===== src/rtl/issue_scoreboard_if.sv =====
// Request, issue and writeback signals between the decoder, the issue scoreboard and the datapath.
// The slave modport is the scoreboard's view of the bus; master is the decoder/datapath side.
interface issue_scoreboard_if;
  logic       in_valid;
  logic [2:0] in_op;
  logic [4:0] in_rd;
  logic [4:0] in_rs1;
  logic [4:0] in_rs2;
  logic       in_ready;
  logic       issue_valid;
  logic [1:0] issue_fu;
  logic [2:0] issue_op;
  logic [4:0] issue_rd;
  logic [4:0] issue_rs1;
  logic [4:0] issue_rs2;
  logic       wb_valid;
  logic [4:0] wb_rd;
  logic [1:0] wb_fu;
  logic       illegal;
  logic       busy;

  modport master (
    output in_valid, in_op, in_rd, in_rs1, in_rs2,
    input  in_ready, issue_valid, issue_fu, issue_op, issue_rd, issue_rs1, issue_rs2,
    input  wb_valid, wb_rd, wb_fu, illegal, busy
  );

  modport slave (
    input  in_valid, in_op, in_rd, in_rs1, in_rs2,
    output in_ready, issue_valid, issue_fu, issue_op, issue_rd, issue_rs1, issue_rs2,
    output wb_valid, wb_rd, wb_fu, illegal, busy
  );
endinterface


===== src/rtl/issue_scoreboard.sv =====
// In-order issue scoreboard: register pending bitmap, four non-pipelined functional units
// with down-counters, and a single fixed-priority writeback port (DIV > MUL > MEM > ALU).
module issue_scoreboard #(
  parameter int MUL_LAT = 3,
  parameter int DIV_LAT = 8,
  parameter int MEM_LAT = 2
) (
  input  logic              clk,
  input  logic              rst,
  issue_scoreboard_if.slave sb
);
  localparam logic [1:0] FU_ALU = 2'd0;
  localparam logic [1:0] FU_MUL = 2'd1;
  localparam logic [1:0] FU_DIV = 2'd2;
  localparam logic [1:0] FU_MEM = 2'd3;

  localparam logic [2:0] OP_ADD   = 3'd0;
  localparam logic [2:0] OP_SUB   = 3'd1;
  localparam logic [2:0] OP_MUL   = 3'd2;
  localparam logic [2:0] OP_DIV   = 3'd3;
  localparam logic [2:0] OP_LOAD  = 3'd4;
  localparam logic [2:0] OP_STORE = 3'd5;

  function automatic logic [3:0] fu_lat(input logic [1:0] fu);
    case (fu)
      FU_MUL:  fu_lat = 4'(MUL_LAT);
      FU_DIV:  fu_lat = 4'(DIV_LAT);
      FU_MEM:  fu_lat = 4'(MEM_LAT);
      default: fu_lat = 4'd1;
    endcase
  endfunction

  logic [31:0]     pend_q, pend_d;
  logic [3:0]      fu_busy_q, fu_busy_d;
  logic [3:0][3:0] cnt_q, cnt_d;
  logic [3:0][4:0] fu_rd_q, fu_rd_d;
  logic            issue_valid_q, issue_valid_d;
  logic            illegal_q, illegal_d;
  logic [1:0]      issue_fu_q, issue_fu_d;
  logic [2:0]      issue_op_q, issue_op_d;
  logic [4:0]      issue_rd_q, issue_rd_d;
  logic [4:0]      issue_rs1_q, issue_rs1_d;
  logic [4:0]      issue_rs2_q, issue_rs2_d;

  logic [1:0] tgt_fu;
  logic       op_illegal;
  logic       use_rs2;
  logic       has_rd;
  logic       ready_c;
  logic       accept;
  logic [3:0] done;
  logic       gnt_valid;
  logic [1:0] gnt_fu;

  always_comb begin
    tgt_fu     = FU_ALU;
    op_illegal = 1'b0;
    use_rs2    = 1'b1;
    has_rd     = 1'b1;
    case (sb.in_op)
      OP_ADD, OP_SUB: tgt_fu = FU_ALU;
      OP_MUL:         tgt_fu = FU_MUL;
      OP_DIV:         tgt_fu = FU_DIV;
      OP_LOAD: begin
        tgt_fu  = FU_MEM;
        use_rs2 = 1'b0;
      end
      OP_STORE: begin
        tgt_fu = FU_MEM;
        has_rd = 1'b0;
      end
      default: begin
        op_illegal = 1'b1;
        use_rs2    = 1'b0;
        has_rd     = 1'b0;
      end
    endcase
  end

  // Readiness looks only at registered state, so a grant this cycle cannot unblock an op.
  always_comb begin
    if (op_illegal) begin
      ready_c = 1'b1;
    end else begin
      ready_c = !fu_busy_q[tgt_fu]
             && !pend_q[sb.in_rs1]
             && !(use_rs2 && pend_q[sb.in_rs2])
             && !(has_rd && (sb.in_rd != 5'd0) && pend_q[sb.in_rd]);
    end
  end

  assign accept = sb.in_valid && ready_c && !rst;

  always_comb begin
    for (int i = 0; i < 4; i++) begin
      done[i] = fu_busy_q[i] && (cnt_q[i] == 4'd0);
    end
    gnt_valid = |done;
    if (done[FU_DIV])      gnt_fu = FU_DIV;
    else if (done[FU_MUL]) gnt_fu = FU_MUL;
    else if (done[FU_MEM]) gnt_fu = FU_MEM;
    else                   gnt_fu = FU_ALU;
  end

  always_comb begin
    pend_d        = pend_q;
    fu_busy_d     = fu_busy_q;
    cnt_d         = cnt_q;
    fu_rd_d       = fu_rd_q;
    issue_valid_d = 1'b0;
    illegal_d     = 1'b0;
    issue_fu_d    = issue_fu_q;
    issue_op_d    = issue_op_q;
    issue_rd_d    = issue_rd_q;
    issue_rs1_d   = issue_rs1_q;
    issue_rs2_d   = issue_rs2_q;

    // A DONE unit parks at zero until it wins the writeback port.
    for (int i = 0; i < 4; i++) begin
      if (fu_busy_q[i] && (cnt_q[i] != 4'd0)) cnt_d[i] = cnt_q[i] - 4'd1;
    end

    if (gnt_valid) begin
      fu_busy_d[gnt_fu]       = 1'b0;
      pend_d[fu_rd_q[gnt_fu]] = 1'b0;
    end

    if (accept) begin
      issue_fu_d  = tgt_fu;
      issue_op_d  = sb.in_op;
      issue_rd_d  = sb.in_rd;
      issue_rs1_d = sb.in_rs1;
      issue_rs2_d = sb.in_rs2;
      if (op_illegal) begin
        illegal_d = 1'b1;
      end else begin
        issue_valid_d     = 1'b1;
        fu_busy_d[tgt_fu] = 1'b1;
        cnt_d[tgt_fu]     = fu_lat(tgt_fu);
        fu_rd_d[tgt_fu]   = has_rd ? sb.in_rd : 5'd0;
        if (has_rd) pend_d[sb.in_rd] = 1'b1;
      end
    end

    pend_d[0] = 1'b0;
  end

  always_ff @(posedge clk) begin
    if (rst) begin
      pend_q        <= '0;
      fu_busy_q     <= '0;
      cnt_q         <= '0;
      fu_rd_q       <= '0;
      issue_valid_q <= 1'b0;
      illegal_q     <= 1'b0;
      issue_fu_q    <= '0;
      issue_op_q    <= '0;
      issue_rd_q    <= '0;
      issue_rs1_q   <= '0;
      issue_rs2_q   <= '0;
    end else begin
      pend_q        <= pend_d;
      fu_busy_q     <= fu_busy_d;
      cnt_q         <= cnt_d;
      fu_rd_q       <= fu_rd_d;
      issue_valid_q <= issue_valid_d;
      illegal_q     <= illegal_d;
      issue_fu_q    <= issue_fu_d;
      issue_op_q    <= issue_op_d;
      issue_rd_q    <= issue_rd_d;
      issue_rs1_q   <= issue_rs1_d;
      issue_rs2_q   <= issue_rs2_d;
    end
  end

  assign sb.in_ready    = ready_c;
  assign sb.issue_valid = issue_valid_q;
  assign sb.issue_fu    = issue_fu_q;
  assign sb.issue_op    = issue_op_q;
  assign sb.issue_rd    = issue_rd_q;
  assign sb.issue_rs1   = issue_rs1_q;
  assign sb.issue_rs2   = issue_rs2_q;
  assign sb.illegal     = illegal_q;
  assign sb.wb_valid    = gnt_valid;
  assign sb.wb_fu       = gnt_valid ? gnt_fu : 2'd0;
  assign sb.wb_rd       = gnt_valid ? fu_rd_q[gnt_fu] : 5'd0;
  assign sb.busy        = (|fu_busy_q) || (|pend_q);
endmodule


===== src/flat_wrapper.sv =====
// flat-port wrapper written by rule: the top's interface ports become plain ports
module issue_scoreboard_flat 
#(
  parameter int MUL_LAT = 3,
  parameter int DIV_LAT = 8,
  parameter int MEM_LAT = 2
)
  (clk, rst, sb_in_valid, sb_in_op, sb_in_rd, sb_in_rs1, sb_in_rs2, sb_in_ready, sb_issue_valid, sb_issue_fu, sb_issue_op, sb_issue_rd, sb_issue_rs1, sb_issue_rs2, sb_wb_valid, sb_wb_rd, sb_wb_fu, sb_illegal, sb_busy);
  issue_scoreboard_if sb_i ();
  input  logic clk;
  input  logic rst;
  input wire logic [$bits(sb_i.in_valid)-1:0] sb_in_valid;
  input wire logic [$bits(sb_i.in_op)-1:0] sb_in_op;
  input wire logic [$bits(sb_i.in_rd)-1:0] sb_in_rd;
  input wire logic [$bits(sb_i.in_rs1)-1:0] sb_in_rs1;
  input wire logic [$bits(sb_i.in_rs2)-1:0] sb_in_rs2;
  output wire logic [$bits(sb_i.in_ready)-1:0] sb_in_ready;
  output wire logic [$bits(sb_i.issue_valid)-1:0] sb_issue_valid;
  output wire logic [$bits(sb_i.issue_fu)-1:0] sb_issue_fu;
  output wire logic [$bits(sb_i.issue_op)-1:0] sb_issue_op;
  output wire logic [$bits(sb_i.issue_rd)-1:0] sb_issue_rd;
  output wire logic [$bits(sb_i.issue_rs1)-1:0] sb_issue_rs1;
  output wire logic [$bits(sb_i.issue_rs2)-1:0] sb_issue_rs2;
  output wire logic [$bits(sb_i.wb_valid)-1:0] sb_wb_valid;
  output wire logic [$bits(sb_i.wb_rd)-1:0] sb_wb_rd;
  output wire logic [$bits(sb_i.wb_fu)-1:0] sb_wb_fu;
  output wire logic [$bits(sb_i.illegal)-1:0] sb_illegal;
  output wire logic [$bits(sb_i.busy)-1:0] sb_busy;
  assign sb_i.in_valid = sb_in_valid;
  assign sb_i.in_op = sb_in_op;
  assign sb_i.in_rd = sb_in_rd;
  assign sb_i.in_rs1 = sb_in_rs1;
  assign sb_i.in_rs2 = sb_in_rs2;
  assign sb_in_ready = sb_i.in_ready;
  assign sb_issue_valid = sb_i.issue_valid;
  assign sb_issue_fu = sb_i.issue_fu;
  assign sb_issue_op = sb_i.issue_op;
  assign sb_issue_rd = sb_i.issue_rd;
  assign sb_issue_rs1 = sb_i.issue_rs1;
  assign sb_issue_rs2 = sb_i.issue_rs2;
  assign sb_wb_valid = sb_i.wb_valid;
  assign sb_wb_rd = sb_i.wb_rd;
  assign sb_wb_fu = sb_i.wb_fu;
  assign sb_illegal = sb_i.illegal;
  assign sb_busy = sb_i.busy;
  issue_scoreboard #(.MUL_LAT(MUL_LAT), .DIV_LAT(DIV_LAT), .MEM_LAT(MEM_LAT)) u_core (.clk(clk), .rst(rst), .sb(sb_i));
endmodule

===== config.mk =====
export PLATFORM = sky130hd
export DESIGN_NAME = issue_scoreboard_flat
export DESIGN_NICKNAME = d
export VERILOG_FILES = /design/src/rtl/issue_scoreboard_if.sv /design/src/rtl/issue_scoreboard.sv /design/src/flat_wrapper.sv
export SDC_FILE = /design/constraint.sdc
export NUM_CORES = 1
export LEC_CHECK = 0
export ABC_AREA = 1
export CAP_MARGIN = 20
export CORE_UTILIZATION = 37
export CTS_CLUSTER_DIAMETER = 50
export DETAILED_ROUTE_END_ITERATION = 16
export PLACE_DENSITY = 0.64
export SYNTH_ARGS = -nofsm -noshare
export SYNTH_HDL_FRONTEND = slang
export SYNTH_SLANG_ARGS = --single-unit

===== constraint.sdc =====
create_clock -name clk -period 5.25 [get_ports clk]
set_input_delay 1.05 -clock clk [delete_from_list [all_inputs] [get_ports clk]]
set_output_delay 1.05 -clock clk [all_outputs]
set_load 0.01 [all_outputs]

==> impl_metrics.toml, run 1 <==
[run_status]
status = "complete, no violations"

[layout]
area_growth_pct = 17.8
finish.net_count = 990
final_cell_mix = "nand2_1, nand3_1, inv_1"
fillers = 1545
drive_above_1_share_pct = 4.76
final_core_util_pct = 44.9
diodes = 0
layout_commonest_cell = "nand2_1"

[power_and_ir_drop]
power_frac_seq_pct = 43.6
powerDensity_mw_per_mm2 = 256
combPwrFrac_pct = 14.2
p_int_mw = 1.22
p_switching_mw = 0.454
leakage_nw = 2.75
p_clk_share_pct = 42.2
vdd_ir_drop_max_v = 0.000135
switching_share_pct = 27.0

[sta]
setup_tns_ns = 0
hold_ws_ns = 0.461
timing.final.crit_share_pct = 88.4
clock.fmax_mhz = 215
finalSetupViolCount = 0
skew_ns = 0.00895
relSlewSlack_pct = 46.7
rsz0062_at_grt = "false"
worst_pin_slew_ns = 0.796
hold_viol_final = 0
slew_viol_final = 0
fin_crit_ns = 4.64
fin_ws_ns = 0.607

[detailed_routing]
drt-total-wl_um = 17600
drtIter0Drc = 586
vias = 6005
wire_per_inst_um = 15.3
antenna_left = 0
drc = 0
wl_met2_um = 7570
top_layer = "met4"
firstDrtPassIters = 5
route.met3.wl_um = 1270
drt-met1-wl_um = 8340
avgViaCountPerCell = 5.22

[setup_path]
critPathMaxFanout = 20
crit_chain = "clkdlybuf4s50_1 > inv_2 > o21ai_0 > nand2_1 > nand2_1 > nand3_1 > nand3_1 > nand2_1 > nor2_2 > nand2_2 > nand2_4 > clkdlybuf4s50_1"
critical_path_class = "in2out"
critPathLaunchType = "input port"
r2r_cells = 13
crit_path_end_kind = "output pin"
cpMaxStageDelayCell = "clkdlybuf4s50_1"
max_stage_delay_ns = 0.92
crit_path_frequent_cell = "nand2_1"
critPathRequiredTime_ns = 4.20
critPathArrivalTime_ns = 3.59

[floorplanning]
die_h_um = 125
core_mm2 = 0.0146
initial_core_util_pct = 38.1
rows = 44
num_io_pins = 53
dieArea_mm2 = 0.0155
die_x_um = 125

[logic_synthesis]
synthFlopType = "dfxtp_1"
ys_ff_latch = 93
synth_cells = 918
ys_seq_area_share_pct = 33.5
yosysUniqueCellTypes = 33
ys_warn_count = 0
syn_area_mm2 = 0.00556
synth_edf_count = 0
syn-num-nets = 946
async_flop_share_pct = 0
avgSynthCellArea_um2 = 6.06

[clock_tree]
cts_tree = "yes"
clkSlewWorstSetupHoldPaths_ns = 0.07
cts_resized = 0
clock-sinks = 93
htree_levels = 3
cts_max_path_buffers = 2
numCtsBuffers = 9
ctsHoldBuffers = 0
cts_root_buf = "clkbuf_16"
cts_setup_buffers = 0
insertion_delay_ns = 0.35

[global_routing]
antenna_found_initial = 0
grt_use_total_pct = 23.2
grt_pass1_vias = 5435
grt_pass1_wl_um = 28700
grt_max_degree = 39
grt_overflow_total = 0

[placed_design]
io_buffers = 52
place_ws_ns = 0.643
hpwl_um = 13100
globalplace.congestion = 0.959

[run]
max_cap_violations = 0

[min_path]
hp-class = "reg2reg"
hold_depth = 2
worst max-delay path, delay by kind of cell:
kind	cells	cell delay [ns]
AO/OA/AOI/OAI	1	0.21
buffers and inverters	3	1.68
AND/OR/NAND/NOR	8	0.66
kinds of logic (layout without fill, tap and decap cells):
logic type                 count (synthesis)  count (layout)  share of synthesized area, %
DFF                                       93              93                          33.5
AOI/OAI and AO/OA                        148             148                          13.8
buffers and inverters                    150             198                          11.1
adders and majority gates                  7               7                          1.58
and+or+nand+nor                          515             515                          39.2
xor gates and xnor gates                   5               5                         0.788
state kept, by name, summed over array words and instances (netlist names):
signal                 count
u_core.fu_rd_q            20
u_core.sb.issue_rs2        5
u_core.pend_q             31
u_core.sb.illegal          1
u_core.cnt_q              16
u_core.sb.issue_rs1        5
u_core.sb.issue_valid      1
u_core.sb.issue_fu         2
u_core.sb.issue_rd         5
u_core.sb.issue_op         3
u_core.fu_busy_q           4
power by group through the flow:
stage	sequential, mW	combinational [mW]	clock (mW)
2_1_floorplan	0.751	0.135	0
3_3_place_gp	0.747	0.236	0
3_5_place_dp	0.747	0.236	0
4_1_cts	0.731	0.237	0.722
5_1_grt	0.733	0.262	0.758
6_report	0.731	0.239	0.709
synth_stat cells, types with 3 or more instances:
cell type / count / area [um2]
buf_6: 5 / 56.3
nor3_1: 5 / 25.0
nand2_2: 3 / 18.8
a21oi_1: 72 / 360
nor2_1: 91 / 342
nand2_1: 276 / 1040
nand3_1: 112 / 561
o211ai_1: 6 / 45.0
buf_2: 13 / 65.1
xor2_1: 5 / 43.8
inv_2: 4 / 15.0
inv_1: 111 / 417
o21ai_1: 11 / 55.1
nand4_1: 14 / 87.6
clkbuf_1: 12 / 45.0
dfxtp_1: 93 / 1860
nor4_1: 5 / 31.3
ha_1: 7 / 87.6
o21ai_0: 53 / 265
layer usage:
| layer | vias to the layer above | global-route usage [%] |
|---|---|---|
| met2 | 223 | 35.3 |
| met4 | 0 | 8.22 |
| met5 | - | 0 |
| li1 | 3050 | - |
| met3 | 29 | 4.55 |
| met1 | 2703 | 32.3 |
stage by stage:
step | instances | power, mW | area (um2)
finish | 1150 | 1.68 | 6550
global route | 1150 | 1.75 | 6550
CTS | 1150 | 1.69 | 6550
detailed placement | 1135 | 0.984 | 6230
global placement | 1135 | 0.983 | 6230
floorplan | 918 | 0.886 | 5560
cell type report:
class / count / area [um2] / area share, %
multi-input cells: 675 / 3080 / 47.0
flip-flops and latches: 93 / 1860 / 28.4
repair buffers: 66 / 621 / 9.47
clock buffers: 9 / 225 / 3.44
inverters: 117 / 439 / 6.70
well taps: 184 / 230 / 3.51
clock inverters: 6 / 93.8 / 1.43
worst paths after layout:
path,endpoint,from,slack (ns)
worst max-delay path,sb_in_ready,sb_in_rs1[0],0.61
worst min-delay path,u_core.sb.issue_op[1]$_SDFFE_PP0N_,u_core.sb.issue_op[1]$_SDFFE_PP0N_,0.46
worst max register to register,u_core.pend_q[8]$_SDFF_PP0_,u_core.cnt_q[8]$_SDFF_PP0_,2.06
worst min register to register,u_core.sb.issue_op[1]$_SDFFE_PP0N_,u_core.sb.issue_op[1]$_SDFFE_PP0N_,0.46
Note: power is estimated with default switching activity, not from simulation.
==> run 2, diff against run 1 <==
- CTS_BUF_LIST: not set -> sky130_fd_sc_hd__clkbuf_8
- clock period: 5.25 -> 5.53 ns (I/O delays scaled with it)
==> run 2 against run 1 <==
First-iteration DRC count increased by 7.7%. Combinational power decreased by 7%. Worst hold slack improved by 0.010 ns. Largest power group unchanged. Global-route usage decreased by 0.51 points. Die area unchanged. Highest routed layer unchanged.
==> impl_metrics.toml, run 2 (synthesis gave the netlist of run 1 again) <==
[floorplanning]
core_mm2 = 0.0146
die_x_um = 125
num_io_pins = 53
die_h_um = 125
initial_core_util_pct = 38.1
dieArea_mm2 = 0.0155
rows = 44

[layout]
finalInstanceArea_mm2 = 0.00638
drive_above_1_share_pct = 4.26
final_cell_mix = "nand2_1, inv_1, nand3_1"
instances_no_fill = 1147
reg_top3 = "u_core.pend_q (31), u_core.fu_rd_q (20), u_core.cnt_q (16)"
layout_commonest_cell = "nand2_1"
finish.net_count = 986
largest_reg_flops = 31
largest_register = "u_core.pend_q"
final_core_util_pct = 43.7
diodes = 0
area_growth_pct = 14.7

[clock_tree]
insertion_delay_ns = 0.38
cts_max_path_buffers = 2
cts_tree = "yes"
numCtsBuffers = 9
cts_root_buf = "clkbuf_8"
cts_setup_buffers = 0
cts_resized = 0
htree_levels = 3
clock-sinks = 93
clkSlewWorstSetupHoldPaths_ns = 0.10
ctsHoldBuffers = 0

[setup_path]
critPathArrivalTime_ns = 3.68
crit_path_end_kind = "output pin"
critPathLaunchType = "input port"
critPathMaxFanout = 16
critPathRequiredTime_ns = 4.42
critical_path_class = "in2out"

[detailed_routing]
drc = 0
vias = 5958
drt-total-wl_um = 17600
wire_per_inst_um = 15.3
firstDrtPassIters = 5
avgViaCountPerCell = 5.19
drtIter0Drc = 631
antenna_left = 0

[sta]
rsz0062_at_grt = "false"
timing.final.crit_share_pct = 86.5
clock.fmax_mhz = 209
skew_ns = 0.00980
worst_pin_slew_ns = 0.905
setup_tns_ns = 0
finalSetupViolCount = 0
hold_viol_final = 0
fin_ws_ns = 0.748
slew_viol_final = 0
relSlewSlack_pct = 39.4
fin_crit_ns = 4.78

[placed_design]
placed_area_mm2 = 0.00620
io_buffers = 52
hpwl_um = 13000
globalplace.congestion = 0.958
place_ws_ns = 0.810
dp_cells = 1131

[global_routing]
grt_use_total_pct = 22.7
antenna_found_initial = 0
grt_pass1_wl_um = 27800
grt_pass1_vias = 5148
grt_overflow_total = 0
grt_max_degree = 55

[power_and_ir_drop]
powerDensity_mw_per_mm2 = 212
vdd_ir_drop_max_v = 0.0000976
leakage_nw = 2.68

[min_path]
hp-class = "reg2reg"

[run_status]
status = "complete, no violations"

[run]
max_cap_violations = 0
run 2: cell type report:
| type | count | area [um2] |
|---|---|---|
| Fill cell | 1565 | 8210 |
| Clock buffer | 10 | 138 |
| Multi-Input combinational cell | 675 | 3080 |
| Timing Repair Buffer | 62 | 591 |
| Clock inverter | 6 | 38.8 |
| Sequential cell | 93 | 1860 |
| Tap cell | 184 | 230 |
| Inverter | 117 | 439 |
run 2: path summary, 6_finish.rpt:
path                              startpoint                         endpoint  slack (ns)  cells past startpoint
max reg2reg       u_core.cnt_q[8]$_SDFF_PP0_      u_core.pend_q[8]$_SDFF_PP0_        2.40                     13
min reg2reg  u_core.fu_rd_q[12]$_SDFFE_PP0P_  u_core.fu_rd_q[12]$_SDFFE_PP0P_        0.47                      2
min          u_core.fu_rd_q[12]$_SDFFE_PP0P_  u_core.fu_rd_q[12]$_SDFFE_PP0P_        0.47                      2
max                              sb_in_rd[0]                      sb_in_ready        0.75                     15
run 2: report_power, final:
| part | internal (mW) | total [mW] | switching [mW] | leakage, nW |
|---|---|---|---|---|
| clock | 0.176 | 0.435 | 0.259 | 0.0996 |
| combinational | 0.0782 | 0.223 | 0.145 | 1.83 |
| sequential | 0.685 | 0.694 | 0.00919 | 0.752 |
| total | 0.939 | 1.35 | 0.413 | 2.68 |
run 2: layer usage:
layer	up-vias	part of all wire, %	global-route usage [%]
met3	34	7.1	4.17
met4	0	2.4	8.65
met5	-	0	0
met2	242	43	33.5
li1	3028	-	-
met1	2654	48	32.4
run 2: through the flow:
stage	power, mW	hold WS [ns]
after global routing	1.41	0.490
after global placement	0.930	0.454
after CTS	1.36	0.473
after floorplan	0.841	0.441
after detailed placement	0.931	0.458
final	1.35	0.472
run 2: worst max-delay path, cell delays in order:
cell and delay [ns]:
clkdlybuf4s50_1 0.61, inv_2 0.34, nor2_1 0.16, nand2_1 0.08, nand3_1 0.06, nand2_1 0.06
nand2_1 0.05, nor2_1 0.11, nand2_1 0.10, nand2_1 0.09, nand2_1 0.06, nor2_2 0.13
nand2_2 0.08, nand2_4 0.07, clkdlybuf4s50_1 0.56
